--- src/rtl/pte_mem_port.sv ---
// PTE read / write-back responder for the MMU page walker, sequenced onto the DRAM word port.
// Define PTE_PORT_LASTHIT_EN to add a one-entry last-hit buffer that answers repeat reads locally.
module pte_mem_port #(
   parameter int TIMEOUT_CYCLES = 1023,
   parameter int ADDR_WIDTH     = 32
) (
   input  logic                  CLK,
   input  logic                  RST_X,
   input  logic                  w_pte_req,
   input  logic                  w_pte_we,
   input  logic [ADDR_WIDTH-1:0] w_pte_addr,
   input  logic [31:0]           w_pte_wdata,
   input  logic                  w_tlb_flush,
   output logic                  w_pte_busy,
   output logic [31:0]           w_pte_odata,
   output logic                  w_pte_err,
   output logic                  w_dram_req,
   output logic                  w_dram_we,
   output logic [ADDR_WIDTH-1:0] w_dram_addr,
   output logic [31:0]           w_dram_wdata,
   input  logic                  w_dram_ack,
   input  logic [31:0]           w_dram_rdata
);

   typedef enum logic [1:0] {IDLE, REQ, DONE} state_t;

   localparam logic [16:0] TIMEOUT_LIM = 17'(TIMEOUT_CYCLES);

   state_t                state, state_nx;
   logic [15:0]           cnt, cnt_nx;
   logic                  busy_nx, err_nx, req_nx, we_nx;
   logic [31:0]           odata_nx, wdata_nx;
   logic [ADDR_WIDTH-1:0] addr_nx;
   logic                  timeout, hit;

`ifdef PTE_PORT_LASTHIT_EN
   logic                  ent_v, ent_v_nx;
   logic [ADDR_WIDTH-1:0] ent_addr, ent_addr_nx;
   logic [31:0]           ent_data, ent_data_nx;

   assign hit = !w_pte_we && ent_v && (ent_addr == w_pte_addr);
`else
   logic unused_flush;

   assign unused_flush = w_tlb_flush;
   assign hit          = 1'b0;
`endif

   // Abort when the cycle now ending would be the TIMEOUT_CYCLES-th without an ack.
   assign timeout = ({1'b0, cnt} + 17'd1) >= TIMEOUT_LIM;

   always_comb begin
      state_nx = state;
      cnt_nx   = cnt;
      busy_nx  = w_pte_busy;
      odata_nx = w_pte_odata;
      err_nx   = 1'b0;
      req_nx   = w_dram_req;
      we_nx    = w_dram_we;
      addr_nx  = w_dram_addr;
      wdata_nx = w_dram_wdata;
`ifdef PTE_PORT_LASTHIT_EN
      ent_v_nx    = ent_v;
      ent_addr_nx = ent_addr;
      ent_data_nx = ent_data;
`endif
      case (state)
         IDLE: begin
            if (w_pte_req) begin
               if (w_pte_addr[1:0] != 2'b00) begin
                  err_nx = 1'b1;
               end else if (hit) begin
                  busy_nx  = 1'b1;
                  state_nx = DONE;
`ifdef PTE_PORT_LASTHIT_EN
                  odata_nx = ent_data;
`endif
               end else begin
                  busy_nx  = 1'b1;
                  req_nx   = 1'b1;
                  we_nx    = w_pte_we;
                  addr_nx  = w_pte_addr;
                  wdata_nx = w_pte_wdata;
                  cnt_nx   = 16'd0;
                  state_nx = REQ;
               end
            end
         end
         REQ: begin
            err_nx = w_pte_req;
            cnt_nx = (cnt == 16'hFFFF) ? cnt : cnt + 16'd1;
            if (w_dram_ack) begin
               req_nx   = 1'b0;
               state_nx = DONE;
               if (!w_dram_we) odata_nx = w_dram_rdata;
`ifdef PTE_PORT_LASTHIT_EN
               ent_v_nx    = 1'b1;
               ent_addr_nx = w_dram_addr;
               ent_data_nx = w_dram_we ? w_dram_wdata : w_dram_rdata;
`endif
            end else if (timeout) begin
               req_nx   = 1'b0;
               err_nx   = 1'b1;
               state_nx = DONE;
               if (!w_dram_we) odata_nx = 32'd0;
`ifdef PTE_PORT_LASTHIT_EN
               ent_v_nx = 1'b0;
`endif
            end
         end
         DONE: begin
            err_nx   = w_pte_req;
            busy_nx  = 1'b0;
            state_nx = IDLE;
         end
         default: state_nx = IDLE;
      endcase
`ifdef PTE_PORT_LASTHIT_EN
      if (w_tlb_flush) ent_v_nx = 1'b0;
`endif
   end

   always_ff @(posedge CLK) begin
      if (!RST_X) begin
         state        <= IDLE;
         cnt          <= 16'd0;
         w_pte_busy   <= 1'b0;
         w_pte_odata  <= 32'd0;
         w_pte_err    <= 1'b0;
         w_dram_req   <= 1'b0;
         w_dram_we    <= 1'b0;
         w_dram_addr  <= '0;
         w_dram_wdata <= 32'd0;
`ifdef PTE_PORT_LASTHIT_EN
         ent_v        <= 1'b0;
         ent_addr     <= '0;
         ent_data     <= 32'd0;
`endif
      end else begin
         state        <= state_nx;
         cnt          <= cnt_nx;
         w_pte_busy   <= busy_nx;
         w_pte_odata  <= odata_nx;
         w_pte_err    <= err_nx;
         w_dram_req   <= req_nx;
         w_dram_we    <= we_nx;
         w_dram_addr  <= addr_nx;
         w_dram_wdata <= wdata_nx;
`ifdef PTE_PORT_LASTHIT_EN
         ent_v        <= ent_v_nx;
         ent_addr     <= ent_addr_nx;
         ent_data     <= ent_data_nx;
`endif
      end
   end

endmodule

--- config.mk ---
export PLATFORM = sky130hd
export DESIGN_NAME = pte_mem_port
export DESIGN_NICKNAME = d
export VERILOG_FILES = /design/src/rtl/pte_mem_port.sv
export SDC_FILE = /design/constraint.sdc
export NUM_CORES = 1
export LEC_CHECK = 0
export CAP_MARGIN = 20
export CORE_MARGIN = 2
export CORE_UTILIZATION = 35
export DETAILED_ROUTE_END_ITERATION = 16
export PLACE_DENSITY_LB_ADDON = 0.3
export SYNTH_ARGS = -nofsm -noshare
export SYNTH_HDL_FRONTEND = slang
export SYNTH_SLANG_ARGS = --single-unit
--- constraint.sdc ---
create_clock -name CLK -period 2.65 [get_ports CLK]
set_input_delay 0.265 -clock CLK [delete_from_list [all_inputs] [get_ports CLK]]
set_output_delay 0.265 -clock CLK [all_outputs]
set_load 0.005 [all_outputs]
# After elaboration in Yosys (flattened, before gate mapping)
# Cells that the tools add are included.
word_totals:
  regBits: 118
  latch_bits: 0
  ram_bits: 0
  romBits: 0
  in_bits: 102
  output_inout_bits: 100
  elab_cells: 57
  n_memories: 0
classes:
  addsub: 2
  n_mul: 0
  n_div: 0
  magnitude_cmp: 1
  n_eq_ne: 9
  shifts: 0
  muxes: 24
  bitwise_logic: 1
  reduce_logical: 11
op_table:
  columns: ["op", "count"]
  rows:
  - ["32-bit 2-to-1 mux", 4]
  - ["16-bit 2-to-1 mux", 3]
  - ["16-bit one-hot mux with 2 select lines", 1]
  - ["16-bit by 1-bit adder with 17-bit output, second input constant", 1]
  - ["17-bit by 10-bit >= comparator with 1-bit output, second input constant", 1]
  - ["16-bit by 1-bit adder with 16-bit output, second input constant", 1]
  - ["16-bit equality test, second input constant", 1]
  - ["4-bit AND reduction", 3]
  - ["2-bit inequality test, second input constant", 5]
  - ["3-bit AND reduction", 3]
  - ["1-bit 2-to-1 mux", 8]
  - ["2-bit 2-to-1 mux", 4]
  - ["2-bit nonzero test", 4]
  - ["1-bit one-hot mux with 2 select lines", 2]
  - ["2-bit one-hot mux with 2 select lines", 1]
  - ["3-bit inequality test, second input constant", 1]
  - ["1-bit one-hot mux with 3 select lines", 1]
  - ["2-bit by 1-bit equality test with 1-bit output, second input constant", 1]
  - ["2-bit equality test, second input constant", 1]
  - ["2-bit zero test", 1]
  - ["1-bit inverter", 1]

# Depth between registers and ports, before layout
# Gate-level depths: netlist of run 1.
logic_depth:
  word_depth: 5
  mapped_depth: 9
  mapped_depth_nobuf: 8

# Worst setup path after synthesis of run 1
# No wires, ideal clock.
synth_path:
  path_kind: "reg2reg"
  startpoint: "register cnt[1]"
  endpoint: "register w_pte_odata[0]"
  setup_ns: 0.146
  arrival_ns: 2.296
  required_ns: 2.504
  slack_ns: 0.208
  stages_incl_launch_ff: 10
  n_path_buf: 2
  path_cell_list: "dfxtp_1 > ha_1 > buf_2 > nand4_1 > or3_1 > mux2i_1 > o211a_2 > a311oi_4 > buf_6 > a211oi_2"
synth_between:
  elab_chain_len: 4
  word_cells_on_any_way: 5
synth_rtl:
  columns: ["element", "line_no", "text"]
  rows:
  - ["start, declared", "30", "logic [15:0] cnt, cnt_nx;"]
  - ["start signal, assigned", "141", "cnt <= cnt_nx;"]
  - ["16-bit by 1-bit adder with 17-bit output *", "50", "assign timeout = ({1'b0, cnt} + 17'd1) >= TIMEOUT_LIM;"]
  - ["17-bit by 10-bit >= comparator with 1-bit output *", "50", null]
  - ["2-bit inequality test (no source line) or 2-bit nonzero test (tied branches)", null, null]
  - ["4-bit AND reduction (no source line) *", null, null]
  - ["end signal, assigned", "143", "w_pte_odata <= odata_nx;"]
  - ["end, declared", "15", "output logic [31:0] w_pte_odata,"]
# Every way passes the cells marked *; elsewhere a longest branch is shown, timed or not.
# A chain may end at the register's enable or synchronous reset.

# Final worst setup path of run 1
layout_path:
  startpoint: "register cnt[2]"
  endpoint: "register w_pte_odata[16]"
# Same word-level chain as after synthesis.

==> results of run 1 <==
==> state kept, by name, summed over array words and instances (netlist names) <==
signal        flops
w_pte_err         1
state             2
w_dram_addr      32
w_dram_req        1
cnt              16
w_dram_we         1
w_pte_busy        1
w_dram_wdata     32
w_pte_odata      32
==> per-layer routing <==
layer / share of wire / wire length [um]
met4: 0.026 / 384
met2: 0.47 / 6810
met1: 0.40 / 5800
met3: 0.10 / 1500
met5: 0 / 0
==> cells by family after synthesis <==
group,Yosys count,synth area share
AND/OR/NAND/NOR,243,0.215
AO/OA/AOI/OAI,179,0.249
flip-flops,118,0.479
buffers and inverters,51,0.0444
XOR/XNOR,2,0.00355
multiplexers,2,0.00406
adder cells (fa/ha/maj),2,0.00507
==> power by group through the flow <==
stage               Clock (mW)  Combinational (mW)  Sequential, mW
floorplan                    0               0.152            1.88
global placement             0               0.435            1.88
detailed placement           0               0.444            1.88
CTS                       2.18               0.447            1.84
global route              2.27               0.481            1.85
finish                    2.14               0.444            1.84
==> what timing repair did <==
action | 4_1_cts | 5_1_grt
hold buffers | 0 | 0
gates resized for setup | 0 | 4
setup endpoints to repair | 0 | 32
setup buffers | 0 | 0
==> path summary, 6_finish.rpt <==
kind | endpoint | start | cells past startpoint
worst max register to register | w_pte_odata[16] | cnt[2] | 7
worst min-delay path | w_dram_wdata[14] | w_pte_wdata[14] | 3
worst max-delay path | w_pte_odata[16] | cnt[2] | 7
worst min register to register | w_dram_wdata[21] | w_dram_wdata[21] | 2
==> layout make-up <==
| cell class | instances | area [sq um] | area share |
|---|---|---|---|
| Sequential cell | 118 | 2360 | 0.307 |
| Tap cell | 180 | 225 | 0.0292 |
| Timing Repair Buffer | 216 | 2160 | 0.280 |
| Inverter | 9 | 36.3 | 0.00470 |
| Multi-Input combinational cell | 428 | 2370 | 0.307 |
| Clock inverter | 8 | 73.8 | 0.00957 |
| Clock buffer | 24 | 482 | 0.0625 |
==> worst max-delay path, stage by stage, from the launching register on <==
cell                       delay, ps
sky130_fd_sc_hd__dfxtp_1         500
sky130_fd_sc_hd__nand3_2         220
sky130_fd_sc_hd__or3_4           440
sky130_fd_sc_hd__or3_4           380
sky130_fd_sc_hd__a32oi_4         240
sky130_fd_sc_hd__a311oi_4        140
sky130_fd_sc_hd__buf_4           210
sky130_fd_sc_hd__a211oi_1        230
==> per-stage QoR <==
stage / cell area, sq um / util / std cells / hold WS, ps
2_1_floorplan: 4930 / - / 597 / 398
3_3_place_gp: 7150 / 0.517 / 951 / 441
3_5_place_dp: 7150 / 0.517 / 951 / 448
4_1_cts: 7700 / 0.557 / 983 / 382
5_1_grt: 7710 / 0.558 / 983 / 397
6_report: 7710 / 0.558 / 983 / 403
==> cell usage in the layout (no fill, tap or decap), types with 2 or more instances in the layout <==
master,instances
sky130_fd_sc_hd__or3_4,2
sky130_fd_sc_hd__mux2i_1,2
sky130_fd_sc_hd__buf_4,13
sky130_fd_sc_hd__and3_1,4
sky130_fd_sc_hd__clkbuf_1,4
sky130_fd_sc_hd__and4b_1,2
sky130_fd_sc_hd__nand4_2,2
sky130_fd_sc_hd__nor4_1,2
sky130_fd_sc_hd__a31oi_1,5
sky130_fd_sc_hd__o21ai_0,10
sky130_fd_sc_hd__dfxtp_2,2
sky130_fd_sc_hd__buf_12,3
sky130_fd_sc_hd__nand3_2,2
sky130_fd_sc_hd__a21oi_1,113
sky130_fd_sc_hd__inv_1,8
sky130_fd_sc_hd__nand2_1,171
sky130_fd_sc_hd__or3_1,5
sky130_fd_sc_hd__clkbuf_16,17
sky130_fd_sc_hd__nor2_1,22
sky130_fd_sc_hd__clkdlybuf4s50_1,200
sky130_fd_sc_hd__a211oi_2,31
sky130_fd_sc_hd__o21a_1,2
sky130_fd_sc_hd__clkbuf_8,3
sky130_fd_sc_hd__clkinv_2,4
sky130_fd_sc_hd__dfxtp_1,116
sky130_fd_sc_hd__clkinvlp_4,2
sky130_fd_sc_hd__nor3_1,6
sky130_fd_sc_hd__nand4_1,3
sky130_fd_sc_hd__a211oi_1,4
sky130_fd_sc_hd__nand2b_1,4
sky130_fd_sc_hd__a21o_1,3
sky130_fd_sc_hd__nand3_1,9
sky130_fd_sc_hd__nor2b_1,2
==> impl_metrics.sql, run 1 <==
INSERT INTO impl_metrics (metric_group, metric, value, unit) VALUES
('placement', 'detailedPlacementHpwl', '10100', 'um'),
('clock_network', 'clkTransAtPathRegs', '60', 'ps'),
('worst_setup_path', 'setup.worst_path.class', 'flop to flop', ''),
('timing', 'final.setup.tns', '0', 'ps'),
('route', 'drt_iter0_drc', '263', ''),
('yosys', 'netlist_area', '4930', 'sq um'),
('status', 'outcome', 'finished clean', ''),
('clock_network', 'cts_sinks', '118', ''),
('timing', 'max_clock_freq', '409', 'MHz'),
('floorplan', 'std_cell_rows', '43', ''),
('power', 'leakage', '2.61', 'nW'),
('clock_network', 'cts_buffer_count', '17', ''),
('power', 'totalPowerFinal', '4.43', 'mW'),
('timing', 'hold_viol_final', '0', ''),
('placement', 'placement.io_buffers', '200', ''),
('timing', 'final_max_slew_viol_count', '0', ''),
('clock_network', 'htreeDepth', '4', ''),
('yosys', 'post_synth.cell_area_avg', '8.26', 'sq um'),
('floorplan', 'top_level_ports', '202', ''),
('global_route', 'met2_demand_to_capacity_share_in_global_routing', '0.305', ''),
('clock_network', 'clkLatencyLatePin', '410', 'ps'),
('global_route', 'grt_pass1_vias', '4827', ''),
('timing', 'rsz0062_at_grt', 'false', ''),
('power', 'combPwrFrac', '0.100', ''),
('power', 'max_vdd_drop', '327', 'uV'),
('clock_network', 'clock_tree.buffer_depth', '2', ''),
('yosys', 'syn_inst', '597', ''),
('worst_setup_path', 'worstPathRequired', '2970', 'ps'),
('global_route', 'grt_pass1_wl', '22400', 'um'),
('yosys', 'yosys_warnings', '0', ''),
('floorplan', 'fp.dieW', '123', 'um'),
('global_route', 'global_route.usage.met1', '0.212', ''),
('global_route', 'pin_count_of_the_biggest_net_entering_global_routing', '67', ''),
('global_route', 'grt_antenna_before_repair', '0', ''),
('timing', 'slew_headroom', '0.461', ''),
('worst_setup_path', 'reg2reg_setup_slack', '210', 'ps'),
('floorplan', 'fp.coreArea', '13800', 'sq um'),
('timing', 'timing.final.crit_share', '0.922', ''),
('yosys', 'synth.yosys.seq_area_share', '0.479', ''),
('clock_network', 'cts_root_buffer', 'sky130_fd_sc_hd__clkbuf_16', ''),
('timing', 'final_critical_path_setup_slack', '207', 'ps'),
('power', 'share_clk_of_total_power', '0.483', ''),
('worst_setup_path', 'cp.arrival', '2770', 'ps'),
('power', 'pwr_density_cell', '574', 'nW/um^2'),
('yosys', 'synthDominantCellAreaShare', '0.479', ''),
('clock_network', 'cts_tree', 'done', ''),
('power', 'p_int', '3.43', 'mW'),
('yosys', 'synth_edf_count', '0', ''),
('job', 'max_cap_viol_count', '0', ''),
('route', 'antenna_violating_nets_post_route', '0', ''),
('worst_hold_path', 'worstHoldPathType', 'input pin to flop', ''),
('layout', 'final_layout_size_suffix_gt1_frac', '0.113', ''),
('power', 'power.switching', '0.995', 'mW'),
('yosys', 'ys_top_cells_by_count', '171 x sky130_fd_sc_hd__nand2_1, 118 x sky130_fd_sc_hd__dfxtp_1, 113 x sky130_fd_sc_hd__a21oi_1', ''),
('yosys', 'postSynthNetCount', '701', ''),
('route', 'vias_per_cell', '5.06', ''),
('yosys', 'post-synth-top-area-cell', 'sky130_fd_sc_hd__dfxtp_1', ''),
('layout', 'flow.area_growth_from_synthesis', '56.3', '%'),
('floorplan', 'dieArea', '15100', 'sq um'),
('yosys', 'number_of_synthesized_register_bits', '118', ''),
('timing', 'finalClockSkew', '5.61', 'ps'),
('yosys', 'async_reset_ff_frac', '0', ''),
('yosys', 'synth_cell_types', '46', ''),
('route', 'remaining_drc_errors', '0', ''),
('yosys', 'synthTopCellsByArea', 'sky130_fd_sc_hd__dfxtp_1 48%, sky130_fd_sc_hd__nand2_1 13%, sky130_fd_sc_hd__a21oi_1 11%, sky130_fd_sc_hd__a211oi_2 7.6%, sky130_fd_sc_hd__clkbuf_1 2.7%', ''),
('route', 'finalWirelength', '14500', 'um'),
('yosys', 'synthFlopType', 'sky130_fd_sc_hd__dfxtp_1', ''),
('worst_setup_path', 'worstSetupStartpointType', 'flop', ''),
('timing', 'setup-violations-final', '0', ''),
('yosys', 'post-synth-top-count-cell', 'sky130_fd_sc_hd__nand2_1', ''),
('timing', 'finalWorstPathRequiredPeriod', '2440', 'ps');
No activity file was read; power rests on OpenSTA's default activity.
==> run 2: changes to the inputs <==
--- a/config.mk
+++ b/config.mk
@@ -6,10 +6,13 @@
 export NUM_CORES = 1
 export LEC_CHECK = 0
 export CAP_MARGIN = 20
+export CORE_ASPECT_RATIO = 2
 export CORE_MARGIN = 2
 export CORE_UTILIZATION = 35
 export DETAILED_ROUTE_END_ITERATION = 16
+export DONT_BUFFER_PORTS = 1
 export PLACE_DENSITY_LB_ADDON = 0.3
+export SLEW_MARGIN = 20
 export SYNTH_ARGS = -nofsm -noshare
 export SYNTH_HDL_FRONTEND = slang
 export SYNTH_SLANG_ARGS = --single-unit
==> run 2 against run 1 <==
Against the previous run: worst setup slack improved by 6.8 ps; largest cell class unchanged; flip-flop and latch count unchanged; global-route usage shrank 0.72 points; maximum frequency grew 0.28%.
==> impl_metrics.sql, run 2 (synthesized netlist as in run 1, its figures left out) <==
INSERT INTO impl_metrics (metric_group, metric, value, unit) VALUES
('route', 'drt_iter0_drc', '224', ''),
('power', 'leakage', '2.18', 'nW'),
('floorplan', 'floorplan.initialDensity', '0.357', ''),
('route', 'remaining_drc_errors', '0', ''),
('worst_setup_path', 'worstPathRequired', '2910', 'ps'),
('placement', 'routabilityCongestion', '0.791', ''),
('layout', 'commonest_non_fill_non_tap_cell_in_the_layout', 'sky130_fd_sc_hd__nand2_1', ''),
('worst_setup_path', 'worstSetupStartpointType', 'flop', ''),
('worst_setup_path', 'r2r_cells', '9', ''),
('global_route', 'globalRouteTotalUtil', '0.183', ''),
('floorplan', 'std_cell_rows', '61', ''),
('clock_network', 'cts_root_buffer', 'sky130_fd_sc_hd__clkbuf_16', ''),
('power', 'pwr_density_cell', '720', 'nW/um^2'),
('timing', 'rsz0062_at_grt', 'false', ''),
('floorplan', 'fp.coreArea', '13800', 'sq um'),
('worst_setup_path', 'launch_point_of_the_critical_path', 'cnt[1]', ''),
('worst_hold_path', 'whs_path_depth', '2', ''),
('timing', 'hold_viol_final', '0', ''),
('floorplan', 'top_level_ports', '202', ''),
('global_route', 'grt_antenna_before_repair', '0', ''),
('worst_setup_path', 'timing.rr.end', 'w_pte_odata[5]', ''),
('route', 'finalWirelength', '14300', 'um'),
('timing', 'timing.final.crit_share', '0.919', ''),
('timing', 'final.setup.tns', '0', 'ps'),
('timing', 'tightest_slew', '815', 'ps'),
('worst_hold_path', 'worstHoldPathType', 'input pin to flop', ''),
('power', 'max_vdd_drop', '516', 'uV'),
('global_route', 'pin_count_of_the_biggest_net_entering_global_routing', '67', ''),
('floorplan', 'fp.dieW', '88.0', 'um'),
('timing', 'finalWorstPathRequiredPeriod', '2440', 'ps'),
('layout', 'finalNonFillerCells', '856', ''),
('placement', 'post-place-cells', '760', ''),
('clock_network', 'postCtsSetupRepairBufs', '0', ''),
('layout', 'layout_top_registers', 'w_dram_addr: 32 flops, w_dram_wdata: 32 flops, w_pte_odata: 32 flops', ''),
('layout', 'final_layout_size_suffix_gt1_frac', '0.139', ''),
('floorplan', 'die_y', '172', 'um'),
('worst_setup_path', 'worst_setup_path_end_kind', 'flop', ''),
('clock_network', 'clkTransAtPathRegs', '60', 'ps'),
('worst_setup_path', 'reg2reg_setup_slack', '210', 'ps'),
('global_route', 'grt_remaining_overflow', '0', ''),
('placement', 'detailedPlacementHpwl', '9320', 'um'),
('route', 'vias_per_cell', '5.30', ''),
('worst_setup_path', 'cp.arrival', '2690', 'ps'),
('route', 'avgRoutedWirePerCell', '16.7', 'um'),
('layout', 'flow.area_growth_from_synthesis', '30.4', '%'),
('worst_hold_path', 'endpoint_of_the_worst_hold_path', 'w_pte_odata[9]', ''),
('clock_network', 'cts_buffer_count', '17', ''),
('worst_setup_path', 'largest_fanout_on_the_critical_path', '32', ''),
('route', 'antenna_violating_nets_post_route', '0', ''),
('global_route', 'grt_pass1_wl', '21500', 'um'),
('route', 'drtPass1Iterations', '5', ''),
('floorplan', 'dieArea', '15100', 'sq um'),
('clock_network', 'htreeDepth', '4', ''),
('clock_network', 'cts_tree', 'done', ''),
('timing', 'finalHoldWorstSlack', '14.6', 'ps'),
('clock_network', 'clock_tree.buffer_depth', '2', ''),
('clock_network', 'cts_sinks', '118', ''),
('timing', 'slew_headroom', '0.457', ''),
('global_route', 'grt_pass1_vias', '4489', ''),
('layout', 'nNetsFinal', '758', ''),
('timing', 'final_max_slew_viol_count', '0', ''),
('timing', 'setup-violations-final', '0', ''),
('layout', 'layout.cells.most_common_list', '171 x sky130_fd_sc_hd__nand2_1, 118 x sky130_fd_sc_hd__dfxtp_1, 113 x sky130_fd_sc_hd__a21oi_1', ''),
('worst_setup_path', 'setup.worst_path.class', 'flop to flop', ''),
('placement', 'placement.io_buffers', '0', ''),
('timing', 'max_clock_freq', '411', 'MHz'),
('route', 'routed-via-count', '4537', ''),
('job', 'max_cap_viol_count', '0', ''),
('layout', 'antenna_diode_count', '0', ''),
('worst_hold_path', 'worst_hold_startpoint', 'w_dram_ack', ''),
('status', 'outcome', 'finished clean', ''),
('timing', 'finalClockSkew', '15.8', 'ps'),
('worst_setup_path', 'r2r_start', 'cnt[1]', ''),
('clock_network', 'clkLatencyLatePin', '410', 'ps');
run 2: how the worst max path moves through the flow:
| stage | to | slack (ps) | cells past startpoint |
|---|---|---|---|
| after floorplan | w_pte_odata[0] | 210 | 9 |
| after global routing | w_pte_odata[5] | 10 | 9 |
| final | w_pte_odata[5] | 210 | 9 |
| after detailed placement | w_pte_odata[29] | 200 | 9 |
| after CTS | w_pte_odata[16] | 180 | 9 |
| after global placement | w_pte_odata[31] | 260 | 9 |
run 2: area by class of cell:
class / count / area [sq um]
flip-flops and latches: 118 / 2360
repair buffers: 80 / 786
well taps: 189 / 236
inverters: 9 / 36.3
multi-input cells: 428 / 2370
fillers: 1297 / 7380
clock inverters: 15 / 216
clock buffers: 17 / 425
run 2: worst max-delay path, cell delays in order (launching register included):
cell,delay (ps)
sky130_fd_sc_hd__dfxtp_1,400
sky130_fd_sc_hd__ha_2,280
sky130_fd_sc_hd__nand4_1,130
sky130_fd_sc_hd__buf_4,190
sky130_fd_sc_hd__nor2_1,170
sky130_fd_sc_hd__a211oi_1,100
sky130_fd_sc_hd__o211a_2,310
sky130_fd_sc_hd__a311oi_4,310
sky130_fd_sc_hd__buf_12,270
sky130_fd_sc_hd__a211oi_2,100
run 2: what timing repair did:
item	CTS	global route
hold endpoints to repair	69	1
setup endpoints to repair	0	29
hold buffers	63	1
gates resized for setup	0	2
run 2: layer usage:
metal	GRT usage	vias up	part of all wire	wire [um]
li1	-	2174	-	-
met3	0.0659	35	0.074	1060
met2	0.333	198	0.54	7720
met1	0.180	2130	0.35	5050
met5	0	-	0	0
met4	0.0803	0	0.033	473
run 2: power by group:
part / switching, mW / internal (mW) / total (mW)
Sequential: 0.0379 / 1.82 / 1.86
Clock: 0.909 / 1.60 / 2.51
Combinational: 0.145 / 0.120 / 0.265
run 2: per-stage QoR:
| stage | util | setup slack, ps | cell area, sq um | total power [mW] |
|---|---|---|---|---|
| 5_1_grt | 0.466 | 10.0 | 6430 | 4.81 |
| 6_report | 0.466 | 214 | 6430 | 4.63 |
| 4_1_cts | 0.464 | 176 | 6420 | 4.68 |
| 3_3_place_gp | 0.372 | 256 | 5140 | 2.07 |
| 2_1_floorplan | - | 208 | 4930 | 2.03 |
| 3_5_place_dp | 0.372 | 203 | 5140 | 2.08 |
